File: src/rtl/dll_phase_pkg.sv
// Shared types and helpers for the DLL phase sequencer: FSM states, error
// cause codes and the shortest-path direction decision.
package dll_phase_pkg;

  typedef enum logic [2:0] {
    IDLE,
    CHECK,
    STEP,
    WAIT,
    FIN,
    FAIL
  } state_t;

  localparam logic [1:0] ERR_NONE    = 2'd0;
  localparam logic [1:0] ERR_BAD_CH  = 2'd1;
  localparam logic [1:0] ERR_LOCK    = 2'd2;
  localparam logic [1:0] ERR_TIMEOUT = 2'd3;

  // diff is (target - current) mod 2^phase_w; exactly half range resolves to increment.
  function automatic logic shortest_inc(input logic [31:0] diff, input int phase_w);
    logic [31:0] half;
    half = 32'd1 << (phase_w - 1);
    return (diff != 32'd0) && (diff <= half);
  endfunction

endpackage

File: src/rtl/dll_phase_track.sv
// One channel's tracked DLL phase: a wrapping up/down counter.
module dll_phase_track #(
  parameter int PHASE_W = 8
) (
  input  logic               clk,
  input  logic               rst,
  input  logic               inc,
  input  logic               dec,
  output logic [PHASE_W-1:0] phase
);

  always_ff @(posedge clk) begin
    if (rst) begin
      phase <= '0;
    end else if (inc) begin
      phase <= phase + PHASE_W'(1);
    end else if (dec) begin
      phase <= phase - PHASE_W'(1);
    end
  end

endmodule

File: src/rtl/dll_phase_seq.sv
// Sequencer that walks one DLL channel at a time to a requested absolute phase,
// one acknowledged step at a time along the shortest wrap-around path.
module dll_phase_seq
  import dll_phase_pkg::*;
#(
  parameter int NUM_CH      = 4,
  parameter int PHASE_W     = 8,
  parameter int TIMEOUT_CYC = 255,
  parameter int CH_W        = 2
) (
  input  logic                        CLK,
  input  logic                        RESET,
  input  logic                        REQ_VALID,
  output logic                        REQ_READY,
  input  logic [CH_W-1:0]             REQ_CH,
  input  logic [PHASE_W-1:0]          REQ_PHASE,
  output logic                        DONE,
  output logic                        ERR,
  output logic [1:0]                  ERR_CODE,
  output logic [NUM_CH*PHASE_W-1:0]   CUR_PHASE,
  output logic [NUM_CH-1:0]           DLL_DIR,
  output logic [NUM_CH-1:0]           DLL_CLK_MOVE,
  input  logic [NUM_CH-1:0]           DLL_CLK_MOVE_DONE,
  input  logic [NUM_CH-1:0]           DLL_LOCK
);

  localparam int CNT_W = $clog2(TIMEOUT_CYC + 1);
  localparam logic [CNT_W-1:0] TMO_LAST = CNT_W'(TIMEOUT_CYC - 1);

  state_t state, nxt;

  logic [CH_W-1:0]    req_ch_p0;
  logic [PHASE_W-1:0] req_phase_p0;
  logic               dir_p0;
  logic [1:0]         err_code_p0;
  logic [CNT_W-1:0]   wait_cnt;

  logic [PHASE_W-1:0] phase_lane [NUM_CH];
  logic [NUM_CH-1:0]  sel, inc, dec;
  logic [PHASE_W-1:0] cur_sel, diff;
  logic               lock_sel, ack_sel, ch_ok, dir_calc;
  logic               dir_load, err_set;
  logic [1:0]         err_nxt;

  // Channel decode doubles as the range check: an index with no matching lane selects nothing.
  always_comb begin
    sel      = '0;
    cur_sel  = '0;
    lock_sel = 1'b0;
    ack_sel  = 1'b0;
    for (int i = 0; i < NUM_CH; i++) begin
      if (req_ch_p0 == CH_W'(i)) begin
        sel[i]   = 1'b1;
        cur_sel  = phase_lane[i];
        lock_sel = DLL_LOCK[i];
        ack_sel  = DLL_CLK_MOVE_DONE[i];
      end
    end
  end

  assign ch_ok    = |sel;
  assign diff     = req_phase_p0 - cur_sel;
  assign dir_calc = shortest_inc(32'(diff), PHASE_W);

  always_comb begin
    nxt      = state;
    dir_load = 1'b0;
    err_set  = 1'b0;
    err_nxt  = err_code_p0;
    inc      = '0;
    dec      = '0;
    case (state)
      IDLE:  if (REQ_VALID) nxt = CHECK;
      CHECK: begin
        if (!ch_ok) begin
          nxt = FAIL; err_set = 1'b1; err_nxt = ERR_BAD_CH;
        end else if (!lock_sel) begin
          nxt = FAIL; err_set = 1'b1; err_nxt = ERR_LOCK;
        end else if (diff == '0) begin
          nxt = FIN;
        end else begin
          nxt = STEP; dir_load = 1'b1;
        end
      end
      STEP:  nxt = WAIT;
      WAIT: begin
        if (!lock_sel) begin
          nxt = FAIL; err_set = 1'b1; err_nxt = ERR_LOCK;
        end else if (ack_sel) begin
          nxt = CHECK;
          inc = sel & {NUM_CH{dir_p0}};
          dec = sel & {NUM_CH{~dir_p0}};
        end else if (wait_cnt == TMO_LAST) begin
          nxt = FAIL; err_set = 1'b1; err_nxt = ERR_TIMEOUT;
        end
      end
      FIN:     nxt = IDLE;
      FAIL:    nxt = IDLE;
      default: nxt = IDLE;
    endcase
  end

  always_ff @(posedge CLK) begin
    if (RESET) begin
      state       <= IDLE;
      dir_p0      <= 1'b0;
      err_code_p0 <= ERR_NONE;
      wait_cnt    <= '0;
    end else begin
      state <= nxt;
      if (dir_load) dir_p0 <= dir_calc;
      if (err_set)  err_code_p0 <= err_nxt;
      wait_cnt <= (state == WAIT) ? wait_cnt + CNT_W'(1) : '0;
    end
  end

  // Request capture stage: data only, loaded on handshake.
  always_ff @(posedge CLK) begin
    if (state == IDLE && REQ_VALID) begin
      req_ch_p0    <= REQ_CH;
      req_phase_p0 <= REQ_PHASE;
    end
  end

  for (genvar g = 0; g < NUM_CH; g++) begin : g_lane
    dll_phase_track #(.PHASE_W(PHASE_W)) u_track (
      .clk   (CLK),
      .rst   (RESET),
      .inc   (inc[g]),
      .dec   (dec[g]),
      .phase (phase_lane[g])
    );
    assign CUR_PHASE[g*PHASE_W +: PHASE_W] = phase_lane[g];
  end

  assign REQ_READY    = (state == IDLE) && !RESET;
  assign DONE         = (state == FIN);
  assign ERR          = (state == FAIL);
  assign ERR_CODE     = err_code_p0;
  assign DLL_CLK_MOVE = (state == STEP) ? sel : '0;
  assign DLL_DIR      = ((state == STEP || state == WAIT) && dir_p0) ? sel : '0;

endmodule
File: config.mk
export PLATFORM = sky130hd
export DESIGN_NAME = dll_phase_seq
export DESIGN_NICKNAME = d
export VERILOG_FILES = /design/src/rtl/dll_phase_pkg.sv /design/src/rtl/dll_phase_track.sv /design/src/rtl/dll_phase_seq.sv
export SDC_FILE = /design/constraint.sdc
export NUM_CORES = 1
export LEC_CHECK = 0
export ABC_AREA = 1
export ABC_CLOCK_PERIOD_IN_PS = 3060
export CORE_MARGIN = 1.5
export CORE_UTILIZATION = 40
export CTS_CLUSTER_DIAMETER = 100
export DETAILED_ROUTE_END_ITERATION = 12
export GPL_ROUTABILITY_DRIVEN = 0
export SETUP_SLACK_MARGIN = 0.05
export SLEW_MARGIN = 20
export SYNTH_ARGS = -nofsm -noshare
export SYNTH_HDL_FRONTEND = slang
export SYNTH_SLANG_ARGS = --single-unit
export TNS_END_PERCENT = 10
File: constraint.sdc
create_clock -name CLK -period 3.06 [get_ports CLK]
set_input_delay 0.612 -clock CLK [delete_from_list [all_inputs] [get_ports CLK]]
set_output_delay 0.612 -clock CLK [all_outputs]
set_load 0.05 [all_outputs]
**Yosys cells after proc, flatten, opt, wreduce, memory -nomap -nowiden**

Cells that the tools add are included.

- Register bits after elaboration: 56
- Output and inout bits: 45
- Logic and storage cells: 114

- $add $sub $neg: 10
- $lt $le $gt $ge: 1
- Equality and inequality tests: 14
- Multiplexer cells: 56
- Bitwise logic cells: 4
- Reduce and logical (&&, ||, !) cells: 19

Operators with widths:

| kind | count |
|---|---|
| 2-to-1 mux 8 bit | 12 |
| adder 8 x 1 -> 8 bit (second input constant) | 5 |
| 2-to-1 mux 4 bit | 8 |
| subtractor 8 x 1 -> 8 bit (second input constant) | 4 |
| 2-to-1 mux 1 bit | 21 |
| 2-to-1 mux 3 bit | 7 |
| one-hot mux 3 bit (4 select lines) | 1 |
| 2-to-1 mux 2 bit | 5 |
| nonzero test 2 bit | 5 |
| != test 3 bit (second input constant) | 3 |
| bitwise AND 4 bit | 2 |
| equality test 8 bit (second input constant) | 1 |
| <= comparator 8 bit (second input constant) | 1 |
| zero test 8 bit | 1 |
| nonzero test 8 bit | 1 |
| subtractor 8 bit | 1 |
| equality test 3 x 2 -> 1 bit (second input constant) | 2 |
| equality test 3 bit (second input constant) | 2 |
| AND reduction 5 bit | 1 |
| equality test 2 bit (second input constant) | 2 |
| logical AND 1 bit | 4 |
| != test 4 bit (second input constant) | 1 |
| one-hot mux 2 bit (2 select lines) | 1 |
| OR reduction 4 bit | 1 |
| 11 further kinds | 12 |

**Logic depth before layout (Yosys ltp)**

- Depth after elaboration: 11
- Gate-level depth with buffers: 21
- Depth with buffers taken out: 21

**Hierarchy**

Synthesis repeated with hierarchy kept, for this count alone.

- Cell total of the unflattened synthesis: 642
- Area total of the unflattened synthesis: 4326.6 sq um

Modules (own cells, without submodules):

| module | times used | cells an instance | area an instance (sq um) |
|---|---|---|---|
| dll_phase_seq | 1 | 270 | 1781.7 |
| dll_phase_track (g_lane[0].u_track ...) | 2 | 93 | 646.9 |
| dll_phase_track (g_lane[2].u_track ...) | 2 | 93 | 625.6 |

**Worst setup path after synthesis**

No wires, ideal clock.

- Path type: flip-flop to flip-flop
- Start: register req_ch_p0[0]
- End: register g_lane[1].u_track.phase[6]
- Library setup time: 0.120 ns
- Data arrival time: 2.682 ns
- Required time: 2.940 ns
- Slack: 0.258 ns
- Cell stages (with the launch flop): 17
- Buffers on the path: 1
- Period minus slack after synthesis: 2.802 ns
- Path through: edfxtp_1 -> nor2_1 -> nand2_1 -> nand3_2 -> o21ai_4 -> nor2_8 -> nand2_8 -> nor2_8 -> buf_6 -> nand2_1 -> ha_1 -> a21oi_1 -> o21ai_0 -> a21oi_1 -> o21bai_1 -> xor2_1 -> a21oi_1

- Word-level cells in the longest chain between the ends: 9
- Elaborated cells on any way between the ends: 23

RTL lines:

| element | RTL line | source |
|---|---|---|
| start: declaration | dll_phase_seq.sv:32 | `logic [CH_W-1:0] req_ch_p0;` |
| start signal: assignment | dll_phase_seq.sv:120 | `req_ch_p0 <= REQ_CH;` |
| zero test 2 bit | dll_phase_seq.sv:52 | `if (req_ch_p0 == CH_W'(i)) begin` |
| 2-to-1 mux 1 bit (4 in a row) | dll_phase_seq.sv:52 |  |
| 2-to-1 mux 4 bit | dll_phase_seq.sv:89 | `end else if (ack_sel) begin` |
| 2-to-1 mux 4 bit | dll_phase_seq.sv:87 | `if (!lock_sel) begin` |
| 2-to-1 mux 4 bit | dll_phase_seq.sv:72 | `case (state)` |
| 2-to-1 mux 8 bit / nonzero test 2 bit (equally long branches) | - |  |
| end signal: assignment | dll_phase_track.sv:16 | `phase <= phase + PHASE_W'(1);` |
| end signal: assignment | dll_phase_track.sv:18 | `phase <= phase - PHASE_W'(1);` |
| end: declaration | dll_phase_track.sv:9 | `output logic [PHASE_W-1:0] phase` |

Several ways; a longest one is shown, not always the timed one.
A chain may end at the register's enable or synchronous reset.

**Worst setup path in the final report**

- Start: register req_ch_p0[0]
- End: output DLL_DIR[0]

- Word-level cells in the longest chain between the ends: 3

RTL lines:

| element | RTL line | source |
|---|---|---|
| zero test 2 bit | dll_phase_seq.sv:52 |  |
| 2-to-1 mux 1 bit | dll_phase_seq.sv:52 |  |
| 2-to-1 mux 4 bit | dll_phase_seq.sv:141 | `assign DLL_DIR = ((state == STEP \|\| state == WAIT) && dir_p0) ? sel : '0;` |
| end: declaration | dll_phase_seq.sv:21 | `output logic [NUM_CH-1:0] DLL_DIR,` |

No other way between the ends.

==> flow_summary.toml <==
[grt]
grt_pass1_vias = 3742
grt_overflow = 0
antenna_found_initial = 0
grt_max_degree = 37
grt_usage = 0.211
grt_pass1_wl_mm = 17.6

[route]
drc = 0
wl_mm = 10.4
vias = 3869
vias_per_cell = 4.90
wire_per_inst_um = 13.2
first_pass_iters = 4
ant_nets = 0
dr.first_iter.drc_count = 126

[sta]
layout_min_cycle_time_ns = 2.83
fmax_ghz = 0.353
finalMaxSlewViolations = 0
finalHoldViolations = 0
rsz0062_at_grt = "true"
setup_viol = 0
finClkSkew_ns = 0.00721
fin_tns_setup_ns = 0
period_share = 0.925
relSlewSlack = 0.481
tightest_slew_ns = 0.776
setup_slack_ns = 0.229

[synth]
netlist_area_um2 = 3960
synth_commonest_cells = "nand2_1 (92), inv_1 (73), a21oi_1 (62)"
synth_ff_type = "dfxtp_1"
netlist.area_leader.share = 0.232
synth_top_cell_by_area = "dfxtp_1"
syn_nets = 599
async_flop_share = 0
avgSynthCellArea_um2 = 7.32
synth_seq_cells = 56
synth_edf_count = 10
ys_types = 37
yosysSeqAreaShare = 0.308
synth_cells = 541
yosysWarnings = 0
synth_most_common_cell = "nand2_1"
synth_area_leaders = "dfxtp_1 (23%), ha_1 (10%), nand2_1 (8.7%), a21oi_1 (7.8%), edfxtp_1 (7.6%)"

[layout]
multi_input_area_um2 = 2470
finalNetCount = 714
regArea_um2 = 1220
diodes = 0
n_fill_cell = 949
final_layout_size_suffix_gt1_frac = 0.149
syn_to_final_growth_pct = 33.2
final_util = 0.545

[die]
die_h_um = 103
io_pins = 66
die_area_um2 = 10500
start_util = 0.409
num_rows = 36
core-area_um2 = 9680
die_w_um = 103

[setup_path]
reg2reg_slack_ns = 0.24
required_ns = 2.45
timing.rr.end = "state[1]"
cp.arrival_ns = 2.22
path_cells = "nor2_2 > inv_1 > buf_4 > nor2_1 > clkdlybuf4s50_1"
critical_path_class = "flip-flop to primary output"
reg2reg_depth = 19
max_stage_delay_ns = 0.81
r2r-start = "req_ch_p0[0]"
cp-startpoint = "req_ch_p0[0]"
path_max_fanout = 6
crit_path_end_kind = "primary output"
crit_slowest_cell = "clkdlybuf4s50_1"
cp-endpoint = "DLL_DIR[0]"
start_kind = "flip-flop"

[status]
status = "completed"

[place]
port_buffers = 65
pre_cts_slack_ns = -0.181
hpwl_mm = 8.22

[power_and_ir_drop]
p_leak_uw = 0.00247
irDropWorstVdd_v = 0.000261
finalPower_uw = 1830
power-per-cell-area_nw_per_um2 = 347

[clock_tree]
clock_sinks = 56
path_clk_slew_ns = 0.11
clk_latency_ns = 0.32
cts_root_buf = "clkbuf_8"
cts.htree.levels = 2
clockBufferDepth = 2
numCtsBuffers = 5
cts_hold_buffers = 0
cts_tree = "built"

[run]
drv_cap = 0

[hold_path]
hp-class = "flip-flop to flip-flop"
[worst min path at each step]
stage | from | end | cells after the start
after floorplan | wait_cnt[0] | wait_cnt[0] | 1
after global placement | wait_cnt[0] | wait_cnt[0] | 1
after detailed placement | wait_cnt[0] | wait_cnt[0] | 1
after CTS | wait_cnt[0] | wait_cnt[0] | 1
after global routing | wait_cnt[0] | wait_cnt[0] | 1
final | wait_cnt[0] | wait_cnt[0] | 1
[power breakdown]
part	internal, µW	switching [µW]	leakage (µW)
Combinational	226	350	0.00196
Clock	169	272	0.0000463
Sequential	786	29.0	0.000466
Total	1180	652	0.00247
[critical path: cells and delay by family, from the launching register on]
family        cells  cell delay, ns
buf+inv           3            1.07
flops             1            0.56
simple gates      2            0.27
[metrics by stage]
stage                     hold slack (ns)  area, µm²  std cells
final                               0.477       5280        790
after global routing                0.494       5280        790
after CTS                           0.481       5170        787
after detailed placement            0.452       5080        779
after global placement              0.444       5080        779
after floorplan                     0.430       3960        541
[routing by layer]
| layer | global-route usage | vias to the layer above | part of all wire |
|---|---|---|---|
| met1 | 0.290 | 1751 | 0.48 |
| met2 | 0.347 | 65 | 0.46 |
| met5 | 0 | - | 0 |
| met4 | 0.0632 | 0 | 0.019 |
| met3 | 0.0271 | 13 | 0.036 |
| li1 | - | 2040 | - |
[what timing repair did]
action,in CTS,in global routing
buffers inserted,0,3
endpoints found under the setup margin,0,19
resized for setup,0,24
[placed cells by master (no fill, tap or decap), types with 2 or more instances in the layout]
master | Yosys | layout
nand2_1 | 92 | 87
inv_1 | 73 | 73
clkdlybuf4s50_1 | 0 | 63
a21oi_1 | 62 | 58
buf_4 | 0 | 54
nor2_1 | 55 | 52
dfxtp_1 | 46 | 46
o21ai_0 | 42 | 38
nand3_1 | 38 | 38
ha_1 | 33 | 28
xor2_1 | 12 | 12
edfxtp_1 | 10 | 10
o21ai_1 | 5 | 9
xnor2_1 | 8 | 8
o22ai_1 | 7 | 7
nand4_1 | 7 | 7
nor3_1 | 6 | 6
nand2_2 | 1 | 5
clkbuf_8 | 0 | 5
nor2_2 | 1 | 4
nor2_8 | 4 | 4
a21oi_2 | 0 | 4
nand2_4 | 2 | 3
inv_2 | 3 | 3
o21bai_1 | 3 | 3
a31oi_1 | 3 | 3
fa_1 | 4 | 3
ha_2 | 0 | 3
nor2_4 | 2 | 2
and2_1 | 2 | 2
o21a_1 | 2 | 2
ha_4 | 0 | 2
[final cells by class]
class / instances / share of cell area
Multi-Input combinational cell: 400 / 0.468
Sequential cell: 56 / 0.231
Timing Repair Buffer: 117 / 0.196
Inverter: 76 / 0.0541
Tap cell: 133 / 0.0315
Clock buffer: 5 / 0.0130
Clock inverter: 3 / 0.00522
[logic make-up (layout without fill, tap and decap cells)]
family | Yosys count | after routing | share of synthesized area
AOI/OAI and AO/OA | 129 | 129 | 0.176
xor gates and xnor gates | 20 | 20 | 0.0442
adders and majority gates | 37 | 37 | 0.124
buffers and inverters | 85 | 201 | 0.0884
DFF | 56 | 56 | 0.308
and+or+nand+nor | 214 | 214 | 0.259
[state kept, by name, indices dropped and copies added (netlist names)]
name,count
req_phase_p0,8
ERR_CODE,2
g_lane.u_track.phase,32
req_ch_p0,2
state,3
dir_p0,1
wait_cnt,8
Note: power is estimated with default switching activity, not from simulation.
==> patch 1, RTL diff (config.mk and constraints unchanged) <==
Register the output `ERR`; this adds one clock of latency there. The other outputs are not delayed to match.
--- a/src/rtl/dll_phase_seq.sv
+++ b/src/rtl/dll_phase_seq.sv
@@ -135,7 +135,9 @@
 
   assign REQ_READY    = (state == IDLE) && !RESET;
   assign DONE         = (state == FIN);
-  assign ERR          = (state == FAIL);
+  always_ff @(posedge CLK) begin
+    ERR <= (state == FAIL);
+  end
   assign ERR_CODE     = err_code_p0;
   assign DLL_CLK_MOVE = (state == STEP) ? sel : '0;
   assign DLL_DIR      = ((state == STEP || state == WAIT) && dir_p0) ? sel : '0;
Behaviour: not the same (a bounded check fails within 4 cycles, from zero or initial values and one cycle with RESET high).
==> patch 1 against the original RTL <==
  * Power increased by 15%
  * Fmax decreased by 3.3%
  * Sequential cell count increased by 1
  * Wire length decreased by 0.89%
  * Via count increased by 0.31%
  * Combinational power decreased by 7.3%
  * Final area increased by 0.24%
  * Synthesized area decreased by 1.5%
  * Worst setup slack got worse by 0.097 ns
  * First-iteration DRC count increased by 33%
  * Critical endpoint is now DLL_DIR[2]
  * Largest cell class unchanged
  * Largest power group unchanged
  * Highest routed layer unchanged
==> patch 1: results (changes against the original RTL) <==
Status
  • Outcome: complete, no violations (unchanged)

Synth
  • Synth cell count leaders: 90 x nand2_1, 69 x inv_1, 63 x a21oi_1 (was 92 x nand2_1, 73 x inv_1, 62 x a21oi_1)
  • Complex-gate fraction of the synthesized area: 18.0% (was 17.6%)
  • Ys Warns: 0 (unchanged)
  • Synth cell types: 36 (was 37)
  • Synthesized net count: 592 (was 599)
  • Post-synthesis sequential area ratio: 31.8% (was 30.8%)
  • Adder-cell area share of the yosys netlist: 12.6% (was 12.4%)
  • XOR/XNOR share of the synthesized area: 4.71% (was 4.42%)
  • Number of enable flip-flop cells after synthesis: 10 (unchanged)
  • Share of synthesized registers carrying an async set or reset: 0% (unchanged)
  • Post-synthesis mux area share: 0% (unchanged)
  • Most common flop cell mapped by yosys: dfxtp_1 (unchanged)
  • Synth top area cells: dfxtp_1 24%, ha_1 11%, nand2_1 8.7% (was dfxtp_1 23%, ha_1 10%, nand2_1 8.7%)

Drt
  • Via-to-Cell Ratio: 4.94 (was 4.90)
  • Final wirelength: 10300 µm (was 10400 µm)
  • Initial DRC count: 168 (was 126)

Clock tree
  • Clock H-tree levels: 3 (was 2)
  • Max clock buf depth: 2 (unchanged)
  • Clk root buf: clkbuf_8 (unchanged)
  • CTS Buf Count: 9 (was 5)
  • CTS clk-pin slew, worst paths: 0.08 ns (was 0.11 ns)
  • Skew-Pair Late Insertion Delay: 0.35 ns (was 0.32 ns)

Finish
  • Antenna diodes: 0 (unchanged)
  • Top Registers: g_lane.u_track.phase x32, req_phase_p0 x8, wait_cnt x8 (unchanged)
  • Share of layout cells above drive strength 1: 14.5% (was 14.9%)
  • Final #Nets: 709 (was 714)

STA
  • Final Skew: 0.0141 ns (was 0.00721 ns)
  • Worst Max-Slew Pin Slew: 0.521 ns (was 0.776 ns)
  • Fin. Hold Viols: 0 (unchanged)

Global routing
  • GRT Total Usage: 21.4% (was 21.1%)
  • Vias in the first global route: 3747 (was 3742)
  • GRT overflow: 0 (unchanged)
  • First-pass GRT wire length: 17200 µm (was 17600 µm)
  • Initial antenna violation count: 0 (unchanged)

Min path
  • Hold/Removal Path Class: reg2reg (unchanged)
  • WHS Path Cells: 1 (unchanged)

Worst setup path
  • CP Data Arrival Time: 2.32 ns (was 2.22 ns)
  • Worst r2r path cells: 18 (was 19)
  • Crit Path Max Fanout: 6 (unchanged)

Placed design
  • Post-place setup slack: -0.206 ns (was -0.181 ns)
  • Detailed Place HPWL: 8160 µm (was 8220 µm)
  • Cell Area, Placed: 0.00501 mm² (was 0.00508 mm²)

Power and ir drop
  • Switching portion of total power: 33.5% (was 35.6%)
  • LEAKAGE: 2.55 nW (was 2.47 nW)
  • Peak supply drop: 0.000258 V (was 0.000261 V)
patch 1: kinds of logic (layout without fill, tap and decap cells):
kind of cell / Yosys count / count (layout)
XOR/XNOR: 21 / 21
buffers and inverters: 83 / 205
flip-flops: 57 / 57
AND/OR/NAND/NOR: 206 / 206
AO/OA/AOI/OAI: 130 / 130
adder cells (fa/ha/maj): 37 / 37
patch 1: timing repair:
action                     4_1_cts  5_1_grt
setup endpoints to repair        1       21
resized for setup                1       20
gates cloned                     0        0
pin swaps                        0        6
hold endpoints to repair         0        0
buffers inserted                 0        3
patch 1: final timing paths:
kind	start	end	slack, ns
max	req_ch_p0[1]$_DFFE_PP_	DLL_DIR[2]	0.13
min	wait_cnt[0]$_SDFF_PP0_	wait_cnt[0]$_SDFF_PP0_	0.47
max reg2reg	req_ch_p0[1]$_DFFE_PP_	dir_p0$_SDFFE_PP0P_	0.25
min reg2reg	wait_cnt[0]$_SDFF_PP0_	wait_cnt[0]$_SDFF_PP0_	0.47
patch 1: layout make-up:
type | instances | area (µm²)
fillers | 885 | 4040
well taps | 129 | 161
clock buffers | 11 | 174
multi-input cells | 394 | 2360
inverters | 74 | 280
flip-flops and latches | 57 | 1240
clock inverters | 5 | 41.3
repair buffers | 115 | 1030
patch 1: power by group through the flow:
stage	Sequential [W]	Combinational (W)	Clock, W
6_report	0.000822	0.000534	0.000750
3_5_place_dp	0.000837	0.000507	0
3_3_place_gp	0.000837	0.000497	0
2_1_floorplan	0.000857	0.000327	0
4_1_cts	0.000820	0.000509	0.000769
5_1_grt	0.000825	0.000596	0.000806
patch 1: through the flow:
stage                     cells  power (W)  hold WS [ns]
final                       785    0.00211         0.469
after global routing        785    0.00223         0.489
after CTS                   782    0.00210         0.473
after detailed placement    766    0.00134         0.453
after global placement      766    0.00133         0.445
after floorplan             534    0.00118         0.430
patch 1: layer usage:
metal | part of all wire [%] | global-route usage (%) | routed length, µm
met3 | 4.0 | 5.18 | 411
met4 | 2.1 | 9.19 | 221
met2 | 46 | 33.8 | 4710
met5 | 0 | 0 | 0
met1 | 48 | 27.8 | 4970
patch 1: worst max-delay path, stage by stage (launching register included):
cell	delay, ns
edfxtp_1	0.49
inv_2	0.09
nor2_4	0.21
inv_2	0.10
buf_4	0.17
nor2_1	0.10
clkdlybuf4s50_1	0.81
==> patch 2, RTL diff (same settings) <==
Made on the original files. Change the parameter `CH_W` from 2 to 4.
--- a/src/rtl/dll_phase_seq.sv
+++ b/src/rtl/dll_phase_seq.sv
@@ -6,7 +6,7 @@
   parameter int NUM_CH      = 4,
   parameter int PHASE_W     = 8,
   parameter int TIMEOUT_CYC = 255,
-  parameter int CH_W        = 2
+  parameter int CH_W        = 4
 ) (
   input  logic                        CLK,
   input  logic                        RESET,
Interface: changed (resized REQ_CH); port bits go from 66 to 68. No check against the original RTL was run, so the function may have changed too.
==> patch 2 against the original RTL <==
  * Power increased by 6.6%
  * Synthesized area increased by 2.3%
  * Final area increased by 10%
  * Combinational power decreased by 40%
  * Wire length increased by 13%
  * Sequential cell count increased by 2
  * Worst setup slack got worse by 0.14 ns
  * Sequential power increased by 0.7%
  * Sequential share of layout area decreased by 1.1 points
==> patch 2: results (changes against the original RTL) <==
Status
  • Outcome: complete, no violations (unchanged)

Global routing
  • Vias in the first global route: 3888 (was 3742)
  • GRT Total Usage: 21.9% (was 21.1%)
  • First-pass GRT wire length: 18800 µm (was 17600 µm)
  • Largest net degree at the start of global routing: 23 (was 37)

Synth
  • Number of enable flip-flop cells after synthesis: 12 (was 10)
  • Synthesized net count: 619 (was 599)
  • XOR/XNOR share of the synthesized area: 4.48% (was 4.42%)
  • Adder-cell area share of the yosys netlist: 12.2% (was 12.4%)
  • Synth cell types: 43 (was 37)
  • Post-synthesis sequential area ratio: 31.6% (was 30.8%)
  • Synth Instances: 559 (was 541)

Clock tree
  • Clock H-tree levels: 3 (was 2)
  • CTS clk-pin slew, worst paths: 0.07 ns (was 0.11 ns)
  • CTS Buf Count: 9 (was 5)
  • Clk root buf: clkbuf_8 (unchanged)
  • Skew-Pair Late Insertion Delay: 0.34 ns (was 0.32 ns)

Drt
  • First-pass detailed-route iteration total: 5 (was 4)
  • Final wirelength: 11700 µm (was 10400 µm)
  • DR WL/cell: 14.0 µm (was 13.2 µm)
  • Vias: 4130 (was 3869)
  • Initial DRC count: 136 (was 126)

Power and ir drop
  • LEAKAGE: 2.53 nW (was 2.47 nW)
  • Combinational power share: 17.7% (was 31.4%)
  • Total Power: 0.00195 W (was 0.00183 W)
  • Seq. pwr: 0.000821 W (was 0.000815 W)
  • Peak supply drop: 0.000257 V (was 0.000261 V)

Worst setup path
  • R2r setup slk: 0.09 ns (was 0.24 ns)
  • Worst r2r path cells: 16 (was 19)
  • CP top delay family: compound AO/OA/AOI/OAI gates (was buffers and inverters)
  • Worst path max stage delay: 0.41 ns (was 0.81 ns)
  • Crit Path Max Fanout: 5 (was 6)
  • Worst r2r dst: dir_p0$_SDFFE_PP0P_ (was state[1]$_SDFFE_PP0P_)
  • CP max stage cell: edfxtp_1 (was clkdlybuf4s50_1)
  • CP Data Arrival Time: 3.19 ns (was 2.22 ns)

STA
  • Slew HR: 64.7% (was 48.1%)
  • Final Skew: 0.00813 ns (was 0.00721 ns)
  • Hold Worst Slack: 0.469 ns (was 0.477 ns)

Finish
  • Final #Nets: 756 (was 714)
  • Share of layout cells above drive strength 1: 22.8% (was 14.9%)

Placed design
  • Detailed Place HPWL: 8980 µm (was 8220 µm)
  • # placed instances: 811 (was 779)
  • Cell Area, Placed: 0.00529 mm² (was 0.00508 mm²)
  • Port bufs: 67 (was 65)
## patch 2: changes by cell type in the layout (fill, tap and decap cells not counted), sizes merged, moves of 5 or more
cell / delta
nand4: +5
nor2: -7
nand2: +14
buf: +24
clkbuf: +5
o21ai: -5
## patch 2: layer usage
metal / global-route usage (%) / routed length, µm / vias up
li1: - / - / 2142
met1: 29.2 / 5420 / 1903
met2: 36.5 / 5600 / 69
met3: 3.40 / 500 / 16
met4: 6.25 / 195 / 0
met5: 0 / 0 / -
## patch 2: repair_timing
item,in CTS,in global routing
resized for setup,13,50
hold endpoints to repair,0,0
setup endpoints to repair,15,18
buffers inserted,2,5
pin swaps,1,19
## patch 2: worst max path at each step
stage | startpoint | endpoint | slack (ns)
finish | req_ch_p0[2]$_DFFE_PP_ | dir_p0$_SDFFE_PP0P_ | 0.09
global route | req_ch_p0[2]$_DFFE_PP_ | state[2]$_SDFFE_PP0P_ | -0.15
CTS | req_ch_p0[0]$_DFFE_PP_ | dir_p0$_SDFFE_PP0P_ | 0.07
detailed placement | DLL_LOCK[1] | g_lane[1].u_track.phase[5]$_SDFFE_PP0P_ | -0.20
global placement | DLL_CLK_MOVE_DONE[3] | g_lane[1].u_track.phase[5]$_SDFFE_PP0P_ | -0.18
floorplan | req_ch_p0[0]$_DFFE_PP_ | g_lane[0].u_track.phase[6]$_SDFFE_PP0P_ | 0.18
## patch 2: area by class of cell
| class | count | area, µm² |
|---|---|---|
| fillers | 951 | 4000 |
| multi-input cells | 411 | 2660 |
| flip-flops and latches | 58 | 1280 |
| repair buffers | 138 | 1210 |
| inverters | 78 | 297 |
| well taps | 133 | 166 |
| clock buffers | 10 | 128 |
| clock inverters | 6 | 81.3 |
